**config.mk**
```make
export PLATFORM = sky130hd
export DESIGN_NAME = alu_issue_stage_flat
export DESIGN_NICKNAME = d
export VERILOG_FILES = /design/src/rtl/alu_issue_stage_if.sv /design/src/rtl/alu_issue_stage.sv /design/src/flat_wrapper.sv
export SDC_FILE = /design/constraint.sdc
export NUM_CORES = 1
export LEC_CHECK = 0
export ABC_AREA = 1
export CORE_AREA = 2 2 160 162
export CTS_CLUSTER_SIZE = 16
export DETAILED_ROUTE_END_ITERATION = 6
export DIE_AREA = 0 0 162 164
export GPL_TIMING_DRIVEN = 0
export HOLD_SLACK_MARGIN = 0.08
export PLACE_DENSITY = 0.72
export SKIP_CTS_REPAIR_TIMING = 1
export SLEW_MARGIN = 20
export SYNTH_ARGS = -nofsm -noshare
export SYNTH_HDL_FRONTEND = slang
export SYNTH_SLANG_ARGS = --single-unit
```
**constraint.sdc**
```tcl
create_clock -name clk_i -period 1.3 [get_ports clk_i]
set_clock_uncertainty 0.05 [all_clocks]
set_input_delay 0.26 -clock clk_i [delete_from_list [all_inputs] [get_ports clk_i]]
set_output_delay 0.26 -clock clk_i [all_outputs]
set_load 0.01 [all_outputs]
```
**src/rtl/alu_issue_stage_if.sv**
```systemverilog
// Decode-side request channel and writeback-side result channel of the ALU issue stage.
// Both channels use valid/ready: a transfer happens on a rising edge where valid and ready are both high.
interface alu_issue_stage_if #(
    parameter int TAG_W = 5
);
    logic             in_valid_i;
    logic             in_ready_o;
    logic [2:0]       op_i;
    logic [63:0]      a_i;
    logic [63:0]      b_i;
    logic [TAG_W-1:0] tag_i;

    logic             out_valid_o;
    logic             out_ready_i;
    logic [63:0]      result_o;
    logic [TAG_W-1:0] tag_o;
    logic             c_o;
    logic             v_o;
    logic             z_o;
    logic             err_o;

    // The stage itself.
    modport slave (
        input  in_valid_i, op_i, a_i, b_i, tag_i, out_ready_i,
        output in_ready_o, out_valid_o, result_o, tag_o, c_o, v_o, z_o, err_o
    );

    // Decode/writeback environment around the stage.
    modport master (
        output in_valid_i, op_i, a_i, b_i, tag_i, out_ready_i,
        input  in_ready_o, out_valid_o, result_o, tag_o, c_o, v_o, z_o, err_o
    );
endinterface

```
**src/rtl/alu_issue_stage.sv**
```systemverilog
// Two-register execute stage around an external 64-bit add/AND ALU: S1 drives the ALU
// operands and controls, S2 captures result, flags and tag for writeback.
module alu_issue_stage #(
    parameter int TAG_W = 5
) (
    input  logic               clk_i,
    input  logic               reset_ni,
    alu_issue_stage_if.slave   bus,
    output logic [63:0]        alu_a_o,
    output logic [63:0]        alu_b_o,
    output logic               alu_c_o,
    output logic               alu_sum_en_o,
    output logic               alu_and_en_o,
    input  logic [63:0]        alu_out_i,
    input  logic               alu_c_i,
    input  logic               alu_v_i,
    input  logic               alu_z_i
);
    typedef enum logic [2:0] {
        OP_ADD  = 3'b000,
        OP_SUB  = 3'b001,
        OP_AND  = 3'b010,
        OP_SLT  = 3'b011,
        OP_SLTU = 3'b100
    } op_e;

    logic             s1_valid_q, s1_valid_d;
    logic [63:0]      s1_a_q, s1_a_d;
    logic [63:0]      s1_b_q, s1_b_d;
    logic             s1_c_q, s1_c_d;
    logic             s1_sum_en_q, s1_sum_en_d;
    logic             s1_and_en_q, s1_and_en_d;
    logic [2:0]       s1_op_q, s1_op_d;
    logic [TAG_W-1:0] s1_tag_q, s1_tag_d;

    logic             s2_valid_q, s2_valid_d;
    logic [63:0]      s2_result_q, s2_result_d;
    logic [TAG_W-1:0] s2_tag_q, s2_tag_d;
    logic             s2_c_q, s2_c_d;
    logic             s2_v_q, s2_v_d;
    logic             s2_z_q, s2_z_d;
    logic             s2_err_q, s2_err_d;

    logic s2_free;
    logic in_ready;
    logic accept;
    logic advance;

    // Ready depends only on stage occupancy and out_ready_i, never on in_valid_i.
    assign s2_free  = ~s2_valid_q | bus.out_ready_i;
    assign in_ready = ~s1_valid_q | s2_free;
    assign accept   = bus.in_valid_i & in_ready;
    assign advance  = s1_valid_q & s2_free;

    always_comb begin
        s1_valid_d  = s1_valid_q;
        s1_a_d      = s1_a_q;
        s1_b_d      = s1_b_q;
        s1_c_d      = s1_c_q;
        s1_sum_en_d = s1_sum_en_q;
        s1_and_en_d = s1_and_en_q;
        s1_op_d     = s1_op_q;
        s1_tag_d    = s1_tag_q;

        if (advance) begin
            s1_valid_d = 1'b0;
        end
        if (accept) begin
            s1_valid_d  = 1'b1;
            s1_a_d      = bus.a_i;
            s1_b_d      = bus.b_i;
            s1_c_d      = 1'b0;
            s1_sum_en_d = 1'b0;
            s1_and_en_d = 1'b0;
            s1_op_d     = bus.op_i;
            s1_tag_d    = bus.tag_i;
            case (op_e'(bus.op_i))
                OP_ADD: s1_sum_en_d = 1'b1;
                OP_SUB, OP_SLT, OP_SLTU: begin
                    s1_b_d      = ~bus.b_i;
                    s1_c_d      = 1'b1;
                    s1_sum_en_d = 1'b1;
                end
                OP_AND: s1_and_en_d = 1'b1;
                default: ;
            endcase
        end
    end

    always_comb begin
        s2_valid_d  = s2_valid_q;
        s2_result_d = s2_result_q;
        s2_tag_d    = s2_tag_q;
        s2_c_d      = s2_c_q;
        s2_v_d      = s2_v_q;
        s2_z_d      = s2_z_q;
        s2_err_d    = s2_err_q;

        if (bus.out_ready_i) begin
            s2_valid_d = 1'b0;
        end
        if (advance) begin
            s2_valid_d = 1'b1;
            s2_tag_d   = s1_tag_q;
            s2_c_d     = alu_c_i;
            s2_v_d     = alu_v_i;
            s2_z_d     = alu_z_i;
            s2_err_d   = 1'b0;
            // Compares reuse the subtraction: signed via sign^overflow, unsigned via borrow.
            case (op_e'(s1_op_q))
                OP_ADD, OP_SUB, OP_AND: s2_result_d = alu_out_i;
                OP_SLT:  s2_result_d = {63'b0, alu_out_i[63] ^ alu_v_i};
                OP_SLTU: s2_result_d = {63'b0, ~alu_c_i};
                default: begin
                    s2_result_d = 64'b0;
                    s2_err_d    = 1'b1;
                end
            endcase
        end
    end

    always_ff @(posedge clk_i or negedge reset_ni) begin
        if (!reset_ni) begin
            s1_valid_q  <= 1'b0;
            s1_a_q      <= 64'b0;
            s1_b_q      <= 64'b0;
            s1_c_q      <= 1'b0;
            s1_sum_en_q <= 1'b0;
            s1_and_en_q <= 1'b0;
            s1_op_q     <= 3'b0;
            s1_tag_q    <= '0;
            s2_valid_q  <= 1'b0;
            s2_result_q <= 64'b0;
            s2_tag_q    <= '0;
            s2_c_q      <= 1'b0;
            s2_v_q      <= 1'b0;
            s2_z_q      <= 1'b0;
            s2_err_q    <= 1'b0;
        end else begin
            s1_valid_q  <= s1_valid_d;
            s1_a_q      <= s1_a_d;
            s1_b_q      <= s1_b_d;
            s1_c_q      <= s1_c_d;
            s1_sum_en_q <= s1_sum_en_d;
            s1_and_en_q <= s1_and_en_d;
            s1_op_q     <= s1_op_d;
            s1_tag_q    <= s1_tag_d;
            s2_valid_q  <= s2_valid_d;
            s2_result_q <= s2_result_d;
            s2_tag_q    <= s2_tag_d;
            s2_c_q      <= s2_c_d;
            s2_v_q      <= s2_v_d;
            s2_z_q      <= s2_z_d;
            s2_err_q    <= s2_err_d;
        end
    end

    assign bus.in_ready_o  = in_ready;
    assign bus.out_valid_o = s2_valid_q;
    assign bus.result_o    = s2_result_q;
    assign bus.tag_o       = s2_tag_q;
    assign bus.c_o         = s2_c_q;
    assign bus.v_o         = s2_v_q;
    assign bus.z_o         = s2_z_q;
    assign bus.err_o       = s2_err_q;

    assign alu_a_o      = s1_a_q;
    assign alu_b_o      = s1_b_q;
    assign alu_c_o      = s1_c_q;
    assign alu_sum_en_o = s1_sum_en_q;
    assign alu_and_en_o = s1_and_en_q;
endmodule

```
**src/flat_wrapper.sv**
```systemverilog
// flat-port wrapper written by rule: the top's interface ports become plain ports
module alu_issue_stage_flat 
#(
    parameter int TAG_W = 5
)
  (clk_i, reset_ni, alu_a_o, alu_b_o, alu_c_o, alu_sum_en_o, alu_and_en_o, alu_out_i, alu_c_i, alu_v_i, alu_z_i, bus_in_valid_i, bus_op_i, bus_a_i, bus_b_i, bus_tag_i, bus_out_ready_i, bus_in_ready_o, bus_out_valid_o, bus_result_o, bus_tag_o, bus_c_o, bus_v_o, bus_z_o, bus_err_o);
  alu_issue_stage_if #(.TAG_W(TAG_W)) bus_i ();
  input  logic clk_i;
  input  logic reset_ni;
  output logic [63:0] alu_a_o;
  output logic [63:0] alu_b_o;
  output logic alu_c_o;
  output logic alu_sum_en_o;
  output logic alu_and_en_o;
  input  logic [63:0] alu_out_i;
  input  logic alu_c_i;
  input  logic alu_v_i;
  input  logic alu_z_i;
  input wire logic [$bits(bus_i.in_valid_i)-1:0] bus_in_valid_i;
  input wire logic [$bits(bus_i.op_i)-1:0] bus_op_i;
  input wire logic [$bits(bus_i.a_i)-1:0] bus_a_i;
  input wire logic [$bits(bus_i.b_i)-1:0] bus_b_i;
  input wire logic [$bits(bus_i.tag_i)-1:0] bus_tag_i;
  input wire logic [$bits(bus_i.out_ready_i)-1:0] bus_out_ready_i;
  output wire logic [$bits(bus_i.in_ready_o)-1:0] bus_in_ready_o;
  output wire logic [$bits(bus_i.out_valid_o)-1:0] bus_out_valid_o;
  output wire logic [$bits(bus_i.result_o)-1:0] bus_result_o;
  output wire logic [$bits(bus_i.tag_o)-1:0] bus_tag_o;
  output wire logic [$bits(bus_i.c_o)-1:0] bus_c_o;
  output wire logic [$bits(bus_i.v_o)-1:0] bus_v_o;
  output wire logic [$bits(bus_i.z_o)-1:0] bus_z_o;
  output wire logic [$bits(bus_i.err_o)-1:0] bus_err_o;
  assign bus_i.in_valid_i = bus_in_valid_i;
  assign bus_i.op_i = bus_op_i;
  assign bus_i.a_i = bus_a_i;
  assign bus_i.b_i = bus_b_i;
  assign bus_i.tag_i = bus_tag_i;
  assign bus_i.out_ready_i = bus_out_ready_i;
  assign bus_in_ready_o = bus_i.in_ready_o;
  assign bus_out_valid_o = bus_i.out_valid_o;
  assign bus_result_o = bus_i.result_o;
  assign bus_tag_o = bus_i.tag_o;
  assign bus_c_o = bus_i.c_o;
  assign bus_v_o = bus_i.v_o;
  assign bus_z_o = bus_i.z_o;
  assign bus_err_o = bus_i.err_o;
  alu_issue_stage #(.TAG_W(TAG_W)) u_core (.clk_i(clk_i), .reset_ni(reset_ni), .bus(bus_i), .alu_a_o(alu_a_o), .alu_b_o(alu_b_o), .alu_c_o(alu_c_o), .alu_sum_en_o(alu_sum_en_o), .alu_and_en_o(alu_and_en_o), .alu_out_i(alu_out_i), .alu_c_i(alu_c_i), .alu_v_i(alu_v_i), .alu_z_i(alu_z_i));
endmodule
```
==> impl_metrics.env, run 1 <==
export IMPL_layout_setup_ws_ps=-181
export IMPL_grt_start_max_net_pins=95
export IMPL_ios=413
export IMPL_cp_cell_sequence="nand3_2, buf_2"
export IMPL_synthTopCellsByArea="dfrtp_1 (59%), nand2_1 (20%), nand3_1 (7.3%)"
export IMPL_placed_cell_area_um2=13700
export IMPL_critPathBufInv=1
export IMPL_fin_crit_sh=1.14
export IMPL_leakagePower_nw=8.13
export IMPL_cts_path_max_buffers=3
export IMPL_ant_nets=0
export IMPL_outcome="complete, but fails checks"
export IMPL_vias_per_cell=4.55
export IMPL_synth_seq_area_share=0.586
export IMPL_reg2reg_from="u_core.bus.out_valid_o"
export IMPL_die_w_um=162
export IMPL_synthSimpleGateAreaFrac=0.279
export IMPL_period_minus_slack_ps=1480
export IMPL_hold_path_class="in -> async"
export IMPL_wl_mm=31.8
export IMPL_synthesis_area_um2=9130
export IMPL_async_flop_share=1.00
export IMPL_synth_top_family_by_area="simple AND/OR/NAND/NOR gates"
export IMPL_rsz0062_at_grt="yes"
export IMPL_start_util=0.368
export IMPL_gr_total_overflow=0
export IMPL_worst_path_largest_cell_delay_ps=400
export IMPL_netlist_top_cell_by_area="dfrtp_1"
export IMPL_muxShareOfSynthArea=0
export IMPL_synth_area_per_cell_um2=8.10
export IMPL_ys_warn_count=0
export IMPL_synth_edf_count=0
export IMPL_clk_latency_ps=500
export IMPL_ys_ff_latch=214
export IMPL_final_net_count=1861
export IMPL_synth_fa_ha_area_frac=0
export IMPL_wire_per_inst_um=15.9
export IMPL_setup_worst_path_start="u_core.bus.out_valid_o"
export IMPL_drt_iter0_markers=489
export IMPL_power_density_nw_per_um2=1460
export IMPL_synth_compound_area_frac=0.0430
export IMPL_worst_pin_slew_ps=516
export IMPL_fmax_ghz=0.675
export IMPL_dieArea_um2=26600
export IMPL_core_area_um2=24800
export IMPL_area_growth_pct=62.4
export IMPL_start_kind="flop"
export IMPL_slew_viol_final=0
export IMPL_critPathTopFamily="flip-flops"
export IMPL_fillers=2220
export IMPL_cts_root_buf="clkbuf_16"
export IMPL_drv_cap=0
export IMPL_syn_nets=1334
export IMPL_routabilityCongestion=0.803
export IMPL_holdWs_ps=148
export IMPL_cts_buffers=24
export IMPL_synth_xor_area_frac=0
export IMPL_dr_pass1_iters=5
export IMPL_worst_ep_arrival_time_ps=1170
export IMPL_drc=0
export IMPL_ys_types=14
export IMPL_antenna_found_initial=1
export IMPL_num_vias=9101
export IMPL_crit_type="reg -> out"
export IMPL_fp_row_count=58
export IMPL_cts_clk_slew_worst_paths_ps=60
export IMPL_relSlewSlack=0.656
export IMPL_crit_path_max_fanout=3
export IMPL_grt_pass1_vias=8626
export IMPL_cts_htree_levels=1
export IMPL_synth_top_cell_area_share=0.586
export IMPL_port_buffers=412
export IMPL_synth_common_cells="nand2_1 (490), dfrtp_1 (214), inv_1 (138), nand3_1 (133), o21ai_1 (60)"
export IMPL_cp_data_required_time_ps=990
export IMPL_syn_inst=1127
export IMPL_dp_hpwl_mm=22.8
export IMPL_synth_most_common_cell="nand2_1"
export IMPL_vdd_drop_max_uv=876
export IMPL_drive_above_1_share=0.238
export IMPL_clkSinkCount=214
export IMPL_cts_tree="built"
export IMPL_track_usage=0.225
export IMPL_critPathCaptureType="primary output"
export IMPL_die_h_um=164
export IMPL_setup_viol=381
export IMPL_final_design_area_no_fill_um2=14800
export IMPL_crit_slowest_cell="dfrtp_1"
export IMPL_violations="negative setup slack"
export IMPL_hold_viol=0
export IMPL_synthFlopType="dfrtp_1"
export IMPL_grt_pass1_wl_mm=47.3
==> flip-flops by register name (all words and copies together) (netlist names), 3 cells and up <==
name	cells
u_core.alu_a_o	64
u_core.alu_b_o	64
u_core.bus.result_o	64
u_core.bus.tag_o	5
u_core.s1_op_q	3
u_core.s1_tag_q	5
==> metal layers <==
metal / vias to the layer above / global-route usage / wire, um
li1: 4504 / - / -
met3: 59 / 0.0652 / 2580
met5: - / 0 / 0
met4: 0 / 0.0656 / 944
met2: 314 / 0.389 / 15400
met1: 4224 / 0.274 / 12900
==> logic make-up after synthesis <==
| logic type | count (synthesis) |
|---|---|
| flip-flops | 214 |
| AND/OR/NAND/NOR | 630 |
| buffers and inverters | 205 |
| AO/OA/AOI/OAI | 78 |
==> stage by stage <==
step	utilization	power [mW]	worst slack, ps	setup TNS, ps	std cells
2_1_floorplan	-	10.7	10.2	0	1127
3_3_place_gp	0.551	14.5	-9430	-2145700	1869
3_5_place_dp	0.553	14.6	-811	-133340	1871
4_1_cts	0.585	21.6	-637	-148150	1912
5_1_grt	0.597	22.8	-233	-41970	2000
6_report	0.597	21.7	-181	-18570	2000
==> report_power, final <==
part           leakage [nW]  switching (mW)  total [mW]  internal [mW]
Sequential             2.68           0.711        8.54           7.83
Combinational          5.06            3.01        6.18           3.18
Clock                 0.389            2.73        6.94           4.22
==> layout by cell type, fill, tap and decap left out, types with 3 or more instances in the layout <==
cell             Yosys  final
buf_6                0     83
o21ai_1             60     60
dfrtp_1            214    214
buf_8                0      4
buf_2               52     22
bufinv_16            0      3
nor2_1               3      3
clkbuf_1            13      7
inv_1              138    138
clkdlybuf4s50_1      0    205
dlymetal6s2s_1       0      3
o21ai_0             16     16
buf_4                0     94
clkbuf_4             0     20
clkbuf_16            0     25
clkinv_2             0      3
nand2_1            490    490
clkbuf_2             0    131
nand3_1            133    133
==> area by class of cell <==
class	instances	area [um2]	area share
plain buffers	65	497	0.0335
repair buffers	500	4270	0.288
diodes	1	2.50	0.000169
flip-flops and latches	214	5360	0.361
well taps	330	413	0.0278
clock inverters	7	114	0.00768
clock buffers	34	679	0.0458
multi-input cells	709	2960	0.200
inverters	140	531	0.0358
==> worst register-to-register path, delay by kind of cell, from the launching register on <==
family,cells,cell delay [ps]
buf+inv,2,330
compound gates,1,160
simple gates,3,440
flops,1,400
==> worst paths after layout <==
kind                       depth (start not counted)                 endpoint  slack, ps
max                                                2           bus_in_ready_o       -180
min                                                2       u_core.alu_b_o[47]        150
max reg2reg                                        6  u_core.bus.result_o[29]       -150
min reg2reg                                        2      u_core.alu_sum_en_o        430
max in group asynchronous                          3       u_core.alu_b_o[24]        280
min in group clk_i                                 3       u_core.alu_a_o[23]        230
(Power assumes the default switching activity.)
==> run 2, diff against run 1 <==
- CORE_AREA: 2 2 160 162 -> 3 3 161 163
- DIE_AREA: 0 0 162 164 -> 0 0 164 166
- SKIP_CTS_REPAIR_TIMING: 1 -> default
- SLEW_MARGIN: 20 -> default
==> run 2 against run 1 <==
Against the previous run:
- the flow finishes with violations (negative hold slack, negative setup slack)
- setup slack better by 11 ps
- flip-flop and latch count stayed put
- register-to-register slack hardly changed
- routed wire length is 9.9% higher
- via count is 4.1% higher
- die area is 2.5% higher
- first-iteration DRC count is 19% higher
- largest power group unchanged
- highest routed layer is now met5
==> impl_metrics.env, run 2 (same netlist as run 1, synthesis figures left out) <==
export IMPL_critPathCaptureType="primary output"
export IMPL_drc=0
export IMPL_p_int_mw=15.9
export IMPL_wire_per_inst_um=17.2
export IMPL_core_area_um2=24500
export IMPL_holdWs_ps=-303
export IMPL_power_density_nw_per_um2=1410
export IMPL_fillers=1964
export IMPL_grt_use_met3=0.0698
export IMPL_die_w_um=164
export IMPL_drive_above_1_share=0.307
export IMPL_antenna_found_initial=1
export IMPL_n_antenna_cell=0
export IMPL_seq_power_share=0.378
export IMPL_wl_mm=35.0
export IMPL_clk_latency_ps=510
export IMPL_port_buffers=412
export IMPL_use_met2=0.412
export IMPL_violations="negative hold slack, negative setup slack"
export IMPL_ant_nets=0
export IMPL_cts_clk_slew_worst_paths_ps=60
export IMPL_r2r_end="u_core.alu_a_o[63]"
export IMPL_grt_start_max_net_pins=119
export IMPL_vdd_drop_max_uv=866
export IMPL_seq_area_um2=5360
export IMPL_drv_cap=0
export IMPL_drt_iter0_markers=581
export IMPL_ios=413
export IMPL_hold_path_class="in -> async"
export IMPL_die_h_um=166
export IMPL_relSlewSlack=0.465
export IMPL_slew_viol_final=0
export IMPL_gr_usage_met1=0.273
export IMPL_final_net_count=1896
export IMPL_reg2reg_from="u_core.bus.out_valid_o"
export IMPL_worst_pin_slew_ps=802
export IMPL_grt_pass1_vias=9124
export IMPL_gr_total_overflow=0
export IMPL_setup_viol=399
export IMPL_layout_setup_ws_ps=-170
export IMPL_start_util=0.373
export IMPL_outcome="complete, but fails checks"
export IMPL_final_design_area_no_fill_um2=16100
export IMPL_dieArea_um2=27200
export IMPL_crit_type="reg -> out"
export IMPL_pwr_share_comb=0.317
export IMPL_dpl_cell_count=1864
export IMPL_dp_hpwl_mm=23.6
export IMPL_crit_path_max_fanout=3
export IMPL_layout_common_cells="nand2_1 (471), dfrtp_1 (213), clkdlybuf4s50_1 (205)"
export IMPL_clkSinkCount=214
export IMPL_cp_data_required_time_ps=990
export IMPL_cts_path_max_buffers=3
export IMPL_power_frac_clock=0.305
export IMPL_track_usage=0.231
export IMPL_cts_htree_levels=1
export IMPL_multi_input_area_um2=3370
export IMPL_num_vias=9474
export IMPL_cts_tree="built"
export IMPL_vias_per_cell=4.66
export IMPL_reg2regPathDepth=8
export IMPL_fmax_ghz=0.680
export IMPL_grt_pass1_wl_mm=50.3
export IMPL_fp_row_count=57
export IMPL_placed_cell_area_um2=13700
export IMPL_fin_crit_sh=1.13
export IMPL_final_cell_count_no_fill=2031
export IMPL_rsz0062_at_grt="yes"
export IMPL_routabilityCongestion=0.804
export IMPL_area_growth_pct=76.7
export IMPL_leakagePower_nw=8.66
export IMPL_p_switching_mw=6.85
export IMPL_layout_commonest_cell="nand2_1"
export IMPL_hold_viol=96
export IMPL_swShare=0.302
export IMPL_dr_pass1_iters=5
export IMPL_busiest_layer="met2"
export IMPL_r2r_slack_ps=-160
export IMPL_period_minus_slack_ps=1470
export IMPL_cts_buffers=24
export IMPL_start_kind="flop"
export IMPL_worst_ep_arrival_time_ps=1160
export IMPL_cts_root_buf="clkbuf_16"
[run 2: through the flow]
step	worst slack (ps)	TNS, ps	power [mW]	util
floorplan	10.2	0	10.7	-
global placement	-9470	-2149910	14.5	0.558
detailed placement	-757	-152160	14.6	0.560
CTS	-196	-24910	21.8	0.606
global route	-208	-47970	23.8	0.660
finish	-170	-28640	22.7	0.660
[run 2: worst max path at each step]
| stage | end | cells past startpoint | from |
|---|---|---|---|
| after detailed placement | u_core.alu_a_o[0] | 9 | bus_out_ready_i |
| after global placement | u_core.alu_a_o[17] | 1 | reset_ni |
| after CTS | bus_in_ready_o | 2 | u_core.bus.out_valid_o |
| after floorplan | u_core.alu_b_o[0] | 7 | u_core.bus.out_valid_o |
| final | bus_in_ready_o | 2 | u_core.bus.out_valid_o |
| after global routing | u_core.alu_a_o[11] | 8 | u_core.bus.out_valid_o |
[run 2: repair_timing]
action	CTS	global route
hold endpoints to repair	96	96
resized for setup	1056	156
pin swaps	5	68
gates cloned	3	12
setup buffers	55	54
setup endpoints to repair	411	417
[run 2: critical path: stages (launching register included)]
cell and delay [ps]:
dfrtp_2 440, nand3_4 90, buf_6 120
[run 2: power groups by stage]
stage | sequential [mW] | combinational (mW) | clock, mW
final | 8.59 | 7.20 | 6.92
after detailed placement | 8.55 | 6.04 | 0
after CTS | 8.52 | 6.26 | 7.05
after global routing | 8.70 | 7.77 | 7.33
after floorplan | 9.08 | 1.65 | 0
after global placement | 8.54 | 5.95 | 0
[run 2: cell type report]
cell class | instances | share of cell area
multi-input combinational | 709 | 0.209
clock inverter | 7 | 0.00426
buffer | 65 | 0.0404
timing repair buffer | 535 | 0.310
sequential | 214 | 0.332
inverter | 140 | 0.0336
tap | 324 | 0.0251
clock buffer | 37 | 0.0459
[run 2: per-layer routing]
layer | vias to the layer above | routed length, um
li1 | 4569 | -
met1 | 4485 | 13300
met2 | 359 | 17800
met3 | 59 | 3050
met4 | 2 | 818
met5 | - | 13
==> run 3, diff against run 2 <==
- CORE_AREA: 3 3 161 163 -> 2 2 160 162
- DIE_AREA: 0 0 164 166 -> 0 0 162 164
- clock period: 1.3 -> 1.4 ns (I/O delays scaled with it)
==> run 3 against run 2 <==
Against the previous run:
- the flow still finishes with violations (negative hold slack, negative setup slack)
- non-clock buffer count decreased by 52
- final cell count decreased by 2.4%
- setup slack improved by 69 ps
- sequential share of layout area increased by 1.8 points
- register-to-register slack improved by 60 ps
- routed wire length decreased by 4.7%
- utilization decreased by 4.3 points
- critical path depth unchanged
- global-route usage decreased by 0.055 points
- power decreased by 10%
- highest routed layer is now met4
==> impl_metrics.env, run 3 (same netlist as run 1, synthesis figures left out) <==
export IMPL_outcome="complete, but fails checks"
export IMPL_violations="negative hold slack, negative setup slack"
export IMPL_crit_path_max_fanout=3
export IMPL_fmax_ghz=0.666
export IMPL_ant_nets=0
export IMPL_leakagePower_nw=8.31
export IMPL_layout_common_cells="nand2_1 (444), dfrtp_1 (214), clkdlybuf4s50_1 (205)"
export IMPL_routabilityCongestion=0.803
export IMPL_n_antenna_cell=0
export IMPL_cts_buffers=24
export IMPL_final_net_count=1844
export IMPL_cp_data_required_time_ps=1070
export IMPL_dp_hpwl_mm=22.7
export IMPL_grt_pass1_wl_mm=48.4
export IMPL_power_density_nw_per_um2=1330
export IMPL_port_buffers=412
export IMPL_num_vias=9181
export IMPL_layout_commonest_cell="nand2_1"
export IMPL_cts_htree_levels=1
export IMPL_area_growth_pct=67.6
export IMPL_wire_per_inst_um=16.8
export IMPL_drv_cap=0
export IMPL_dr_pass1_iters=7
export IMPL_period_minus_slack_ps=1500
export IMPL_setup_viol=174
export IMPL_drive_above_1_share=0.294
export IMPL_clk_latency_ps=510
export IMPL_placed_cell_area_um2=13700
export IMPL_layout_setup_ws_ps=-101
export IMPL_cts_clk_slew_worst_paths_ps=60
export IMPL_drc=0
export IMPL_fp_row_count=58
export IMPL_ios=413
export IMPL_cts_root_buf="clkbuf_16"
export IMPL_vias_per_cell=4.63
export IMPL_die_w_um=162
export IMPL_clkSinkCount=214
export IMPL_wl_mm=33.4
export IMPL_die_h_um=164
export IMPL_finalSetupTns_ps=-6300
export IMPL_reg2regPathDepth=8
export IMPL_gr_total_overflow=0
export IMPL_drt_iter0_markers=578
export IMPL_dieArea_um2=26600
export IMPL_slew_viol_final=0
export IMPL_cts_tree="built"
export IMPL_start_util=0.368
export IMPL_crit_type="reg -> out"
export IMPL_power_mw=20.3
export IMPL_grt_start_max_net_pins=112
export IMPL_place_ws_ps=-722
export IMPL_holdWs_ps=-282
export IMPL_rsz0062_at_grt="yes"
export IMPL_hold_path_class="in -> async"
export IMPL_antenna_found_initial=0
export IMPL_hold_viol=103
export IMPL_start_kind="flop"
export IMPL_grt_pass1_vias=8734
export IMPL_critPathCaptureType="primary output"
export IMPL_relSlewSlack=0.429
export IMPL_final_design_area_no_fill_um2=15300
export IMPL_track_usage=0.231
export IMPL_worst_pin_slew_ps=857
export IMPL_worst_ep_arrival_time_ps=1170
export IMPL_cts_path_max_buffers=3
export IMPL_core_area_um2=24800
export IMPL_vdd_drop_max_uv=760
export IMPL_fin_crit_sh=1.07
-- run 3: cell count changes in the layout (fill, tap and decap cells not counted), sizes merged --
cell,change
buf,-53
bufinv,+2
clkbuf,-1
clkinvlp,-2
-- run 3: cell type report --
class	count	area, um2
Sequential cell	214	5360
Fill cell	2203	9510
Multi-Input combinational cell	709	3460
Tap cell	330	413
Buffer	65	601
Clock buffer	35	703
Clock inverter	7	110
Timing Repair Buffer	483	4130
Inverter	140	543
-- run 3: final timing paths --
check	end	start	slack [ps]
min in group clk_i	u_core.alu_a_o[62]	bus_a_i[62]	240
setup reg to reg	u_core.alu_b_o[32]	u_core.bus.out_valid_o	-100
hold reg to reg	u_core.alu_b_o[28]	u_core.alu_b_o[28]	420
max in group asynchronous	u_core.alu_a_o[16]	reset_ni	570
setup / recovery	bus_in_ready_o	u_core.bus.out_valid_o	-100
hold / removal	u_core.alu_b_o[47]	reset_ni	-280
-- run 3: layer usage --
metal	share of wire	vias to the layer above	GRT usage
met5	0	-	0
met4	0.025	0	0.0587
met3	0.083	62	0.0657
met2	0.49	328	0.399
met1	0.40	4318	0.286
li1	-	4473	-
-- run 3: power by group --
| part | switching (mW) | leakage (nW) | internal, mW |
|---|---|---|---|
| Combinational | 2.98 | 5.23 | 2.89 |
| Clock | 2.57 | 0.402 | 4.01 |
| Sequential | 0.614 | 2.68 | 7.27 |
| Total | 6.16 | 8.31 | 14.2 |
-- run 3: timing repair --
| item | CTS | global route |
|---|---|---|
| resized for setup | 927 | 200 |
| pin swaps | 3 | 77 |
| setup endpoints to repair | 404 | 281 |
| endpoints found under the hold margin | 103 | 103 |
| gates cloned | 1 | 11 |
| buffers inserted | 16 | 43 |
-- run 3: worst max-delay path, stage by stage, from the launching register on --
cell and delay [ps]:
dfrtp_1 410, nand3_4 110, buf_6 140
-- run 3: metrics by stage --
step	instances	utilization
after global placement	1869	0.551
after global routing	1983	0.617
after CTS	1929	0.562
after floorplan	1127	-
final	1983	0.617
after detailed placement	1870	0.552
